`src/rtl/deglitch_edge.sv`:
```
// Debounces a synchronized level and emits registered edge pulses.
// A saturating counter tallies the edges selected by cnt_sel.
module deglitch_edge #(
    parameter int DEB_CYCLES = 4,
    parameter int CNT_W      = 8
) (
    input  logic             clk,
    input  logic             rstn,
    input  logic             din_sync,
    input  logic             en,
    input  logic [1:0]       cnt_sel,
    input  logic             clr,
    output logic             dout_stable,
    output logic             rise_pulse,
    output logic             fall_pulse,
    output logic [CNT_W-1:0] evt_cnt,
    output logic             evt_ovf
);

    localparam int DEB_W = $clog2(DEB_CYCLES + 1);
    localparam logic [DEB_W-1:0] DEB_LAST = DEB_W'(DEB_CYCLES - 1);
    localparam logic [CNT_W-1:0] CNT_MAX  = {CNT_W{1'b1}};

    typedef enum logic [1:0] {
        ST_LOW   = 2'b00,
        CHK_HIGH = 2'b01,
        ST_HIGH  = 2'b11,
        CHK_LOW  = 2'b10
    } state_t;

    state_t             state_q, state_d;
    logic [DEB_W-1:0]   deb_cnt_q, deb_cnt_d;
    logic               rise_pulse_q, rise_pulse_d;
    logic               fall_pulse_q, fall_pulse_d;
    logic [CNT_W-1:0]   evt_cnt_q, evt_cnt_d;
    logic               evt_ovf_q, evt_ovf_d;
    logic               counted;

    always_comb begin
        state_d      = state_q;
        deb_cnt_d    = deb_cnt_q;
        rise_pulse_d = 1'b0;
        fall_pulse_d = 1'b0;
        case (state_q)
            ST_LOW: begin
                if (en && din_sync) begin
                    if (DEB_CYCLES == 1) begin
                        state_d      = ST_HIGH;
                        rise_pulse_d = 1'b1;
                    end else begin
                        state_d   = CHK_HIGH;
                        deb_cnt_d = DEB_W'(1);
                    end
                end
            end
            CHK_HIGH: begin
                // Disable or a single low sample rejects the pending rise.
                if (!en || !din_sync) begin
                    state_d   = ST_LOW;
                    deb_cnt_d = '0;
                end else if (deb_cnt_q == DEB_LAST) begin
                    state_d      = ST_HIGH;
                    deb_cnt_d    = '0;
                    rise_pulse_d = 1'b1;
                end else begin
                    deb_cnt_d = deb_cnt_q + DEB_W'(1);
                end
            end
            ST_HIGH: begin
                if (en && !din_sync) begin
                    if (DEB_CYCLES == 1) begin
                        state_d      = ST_LOW;
                        fall_pulse_d = 1'b1;
                    end else begin
                        state_d   = CHK_LOW;
                        deb_cnt_d = DEB_W'(1);
                    end
                end
            end
            CHK_LOW: begin
                if (!en || din_sync) begin
                    state_d   = ST_HIGH;
                    deb_cnt_d = '0;
                end else if (deb_cnt_q == DEB_LAST) begin
                    state_d      = ST_LOW;
                    deb_cnt_d    = '0;
                    fall_pulse_d = 1'b1;
                end else begin
                    deb_cnt_d = deb_cnt_q + DEB_W'(1);
                end
            end
            default: begin
                state_d   = ST_LOW;
                deb_cnt_d = '0;
            end
        endcase
    end

    // Clear takes effect before the count, so a coincident pulse lands as 1.
    always_comb begin
        counted   = (rise_pulse_q & cnt_sel[0]) | (fall_pulse_q & cnt_sel[1]);
        evt_cnt_d = evt_cnt_q;
        evt_ovf_d = evt_ovf_q;
        if (clr) begin
            evt_cnt_d = counted ? CNT_W'(1) : '0;
            evt_ovf_d = 1'b0;
        end else if (counted) begin
            if (evt_cnt_q == CNT_MAX) begin
                evt_ovf_d = 1'b1;
            end else begin
                evt_cnt_d = evt_cnt_q + CNT_W'(1);
            end
        end
    end

    always_ff @(posedge clk or negedge rstn) begin
        if (!rstn) begin
            state_q      <= ST_LOW;
            deb_cnt_q    <= '0;
            rise_pulse_q <= 1'b0;
            fall_pulse_q <= 1'b0;
            evt_cnt_q    <= '0;
            evt_ovf_q    <= 1'b0;
        end else begin
            state_q      <= state_d;
            deb_cnt_q    <= deb_cnt_d;
            rise_pulse_q <= rise_pulse_d;
            fall_pulse_q <= fall_pulse_d;
            evt_cnt_q    <= evt_cnt_d;
            evt_ovf_q    <= evt_ovf_d;
        end
    end

    assign dout_stable = (state_q == ST_HIGH) || (state_q == CHK_LOW);
    assign rise_pulse  = rise_pulse_q;
    assign fall_pulse  = fall_pulse_q;
    assign evt_cnt     = evt_cnt_q;
    assign evt_ovf     = evt_ovf_q;

endmodule

```
`config.mk`:
```
export PLATFORM = sky130hd
export DESIGN_NAME = deglitch_edge
export DESIGN_NICKNAME = d
export VERILOG_FILES = /design/src/rtl/deglitch_edge.sv
export SDC_FILE = /design/constraint.sdc
export NUM_CORES = 1
export LEC_CHECK = 0
export CAP_MARGIN = 0
export CELL_PAD_IN_SITES_DETAIL_PLACEMENT = 1
export CELL_PAD_IN_SITES_GLOBAL_PLACEMENT = 2
export CORE_UTILIZATION = 33
export CTS_CLUSTER_DIAMETER = 100
export DETAILED_ROUTE_END_ITERATION = 16
export GPL_TIMING_DRIVEN = 0
export PLACE_DENSITY_LB_ADDON = 0.1
export SYNTH_ARGS = -nofsm -noshare
export SYNTH_HDL_FRONTEND = slang
export SYNTH_SLANG_ARGS = --single-unit
```
`constraint.sdc`:
```
create_clock -name clk -period 5.1 [get_ports clk]
set_input_delay 1.02 -clock clk [delete_from_list [all_inputs] [get_ports clk]]
set_output_delay 1.02 -clock clk [all_outputs]
set_load 0.02 [all_outputs]
```
==> run metrics <==
status=finished clean; placed cells=132; final worst slack=2.20 ns; DIE WIDTH=54.4 um; internal power=255 uW; largest net degree at the start of global routing=17; Post-CTS Setup Bufs=0; Final Non-Filler Cells=136; peak supply drop=0.175 mV; reg2reg path depth=6; gr ovfl total=0; Yosys cell types=36; Hold Vio Cnt, Final=0; worst path buffer plus inverter count=2; pre-CTS setup slack=2.46 ns; Yosys warning count=0; RSZ-0062 raised after global routing=no; CP Depth=4; CTS tree=yes; routed vias=710; CTS Sinks=16; drt wl/cell=13.6 um; Reg2Reg Setup Slack=3.30 ns; Critical Setup Path Class=reg -> out; Final period util=56.8%; Syn Inst Count=85; sequential share of the synthesized area=44.2%; Initial Utilization=35.6%; WHS Endpoint=deb_cnt_q[1]; Sw Pwr=125 uW; CTS H-tree lvls=1; PortBufs=17; share of layout cells above drive strength 1=13.2%; R2R Path End=state_q[1]; sequential share of power=39.8%; Mapped Area=906 um2; clock buffer depth=2; DRC=0; Worst setup SP type=register; CTS Hold Bufs=0; synthesis-to-finish area growth=26.9%; via/cell ratio=5.22; Pre-antenna DRT Iters=3; # IOs=19; row count=18; Max Freq=345 MHz; Clk Latency, worst-skew pair=0.28 ns; Critical Path RT=4.08 ns; nets@finish=121; DIE HEIGHT=54.4 um; Final min period=2.90 ns; Detail Placement HPWL=1.43 mm; delay-heaviest family, CP=buffers and inverters; PD cells=330 nW/um2; first-pass GRT wire length=3.07 mm; Leak=0.000523 uW; clock network power share=22.2%; synthesized flop and latch total=16; min-delay worst type=reg -> reg; Slew headroom=51.6%; PostCTS Resize Cnt=0; CP max stage cell=clkdlybuf4s50_1; final wirelength=1.85 mm; initial antenna violation count=0; Root Driver=clkbuf_4; Net Sw Frac=32.9%; Max Cap Violations=0; Comb pwr share=38.0%; max-slew violation count=0; syn_area_per_cell=10.7 um2; Final Util=45.2%; Worst Max-Slew Pin Slew=0.724 ns; Final Setup Violations=0; CTS Buf Count=3; final setup TNS=0 ns; Global Route Usage Sum=15.1%; core box area=2540 um2; crit path DAT=1.88 ns; endpoint type of the worst setup path=output port; WHS Path Cells=1; DRT antenna net count=0; worst reg2reg path startpoint=state_q[0]; DR iter-0 viols=2; gpl congestion=0.637; syn nets=99; CTS clock-pin slew for the worst setup and hold paths=0.10 ns; vias in the first global route=700; Clock Skew=0.00534 ns; crit-path cells=inv_1 -> ha_1 -> or2_2 -> clkdlybuf4s50_1; Worst Path Max Fanout=4; Max stage delay on crit path=0.53 ns; Die Area=2960 um2; n_diodes=0; hold path start=deb_cnt_q[1]
-- logic make-up (layout without fill, tap and decap cells) --
| logic type | Yosys count | count (layout) | synth area share, % |
|---|---|---|---|
| AND/OR/NAND/NOR | 27 | 27 | 18.5 |
| AO/OA/AOI/OAI | 20 | 20 | 14.9 |
| buffers and inverters | 6 | 27 | 2.49 |
| multiplexers | 6 | 6 | 7.32 |
| flip-flops | 16 | 16 | 44.2 |
| adder cells (fa/ha/maj) | 7 | 7 | 9.67 |
| XOR/XNOR | 3 | 3 | 2.90 |
-- stage by stage --
stage,hold WS [ns],power [uW],cell area [um2]
after floorplan,0.458,262,906
after global placement,0.477,298,1110
after detailed placement,0.487,301,1110
after CTS,0.518,387,1150
after global routing,0.538,414,1150
final,0.514,380,1150
-- final cells by class --
class	count	area, um2
clock buffers	4	36.3
plain buffers	1	3.75
inverters	5	18.8
multi-input cells	63	483
repair buffers	17	170
well taps	30	37.5
fillers	292	1400
flip-flops and latches	16	400
-- worst reg2reg max path, stage by stage, from the launching register on --
cell and delay [ns]:
dfrtp_1 0.42, inv_1 0.13, ha_1 0.24, mux2i_1 0.11, or3_4 0.35, nor2b_4 0.15
mux2_4 0.30
-- layout by cell type, fill, tap and decap left out, types with 2 or more instances in the layout --
| cell | Yosys | routed |
|---|---|---|
| mux2i_1 | 4 | 4 |
| ha_1 | 7 | 7 |
| inv_1 | 5 | 5 |
| o21ai_0 | 4 | 4 |
| o211ai_1 | 3 | 3 |
| clkbuf_4 | 0 | 3 |
| nand2_1 | 2 | 2 |
| a21oi_1 | 5 | 5 |
| clkdlybuf4s50_1 | 0 | 17 |
| nor2b_1 | 2 | 2 |
| xor2_1 | 3 | 3 |
| dfrtp_1 | 16 | 16 |
| nor2_1 | 8 | 8 |
| nand3_1 | 2 | 2 |
-- worst max path at each step --
stage / startpoint / end / slack (ns)
2_1_floorplan: state_q[0] / dout_stable / 3.08
3_3_place_gp: en / state_q[1] / 2.46
3_5_place_dp: din_sync / state_q[1] / 2.46
4_1_cts: state_q[0] / dout_stable / 2.17
5_1_grt: state_q[0] / dout_stable / 2.09
6_report: state_q[0] / dout_stable / 2.20
-- power by group through the flow --
stage                     clock network, uW  logic [uW]  registers [uW]
after floorplan                           0         110             151
after global placement                    0         145             153
after detailed placement                  0         147             154
after CTS                              88.3         148             152
after global routing                   94.7         166             154
final                                  84.4         144             151
-- routing by layer --
metal / global-route usage [%] / part of all wire (%) / vias up
met4: 10.3 / 1.5 / 0
met2: 26.0 / 53 / 12
met1: 17.4 / 43 / 347
li1: - / - / 349
met5: 0 / 0 / -
met3: 1.67 / 2.8 / 2
-- synthesized netlist by cell type, drive strengths merged --
library cell  count  area, um2
a21o              1       7.51
a21oi             6       33.8
a22o              1       8.76
a32o              1       10.0
and2              1       6.26
and3              1       6.26
and4              1       10.0
and4b             1       11.3
buf               1       3.75
dfrtp            16        400
ha                7       87.6
inv               5       18.8
mux2              2       26.3
mux2i             4       40.0
nand2             2       7.51
nand3             2       10.0
nand3b            1       7.51
nand4             1       6.26
nor2              8       30.0
nor2b             3       26.3
nor4              1       6.26
o2111ai           1       8.76
o211ai            3       22.5
o21a              1       7.51
o21ai             5       28.8
o31ai             1       7.51
or2               1       6.26
or3               2       17.5
or3b              1       8.76
or4               1       7.51
xor2              3       26.3
-- flip-flops by register name, summed over array words and instances, names as in the netlist --
signal / count
deb_cnt_q: 3
evt_cnt: 8
evt_ovf: 1
fall_pulse: 1
rise_pulse: 1
state_q: 2
Note: power is estimated with default switching activity, not from simulation.
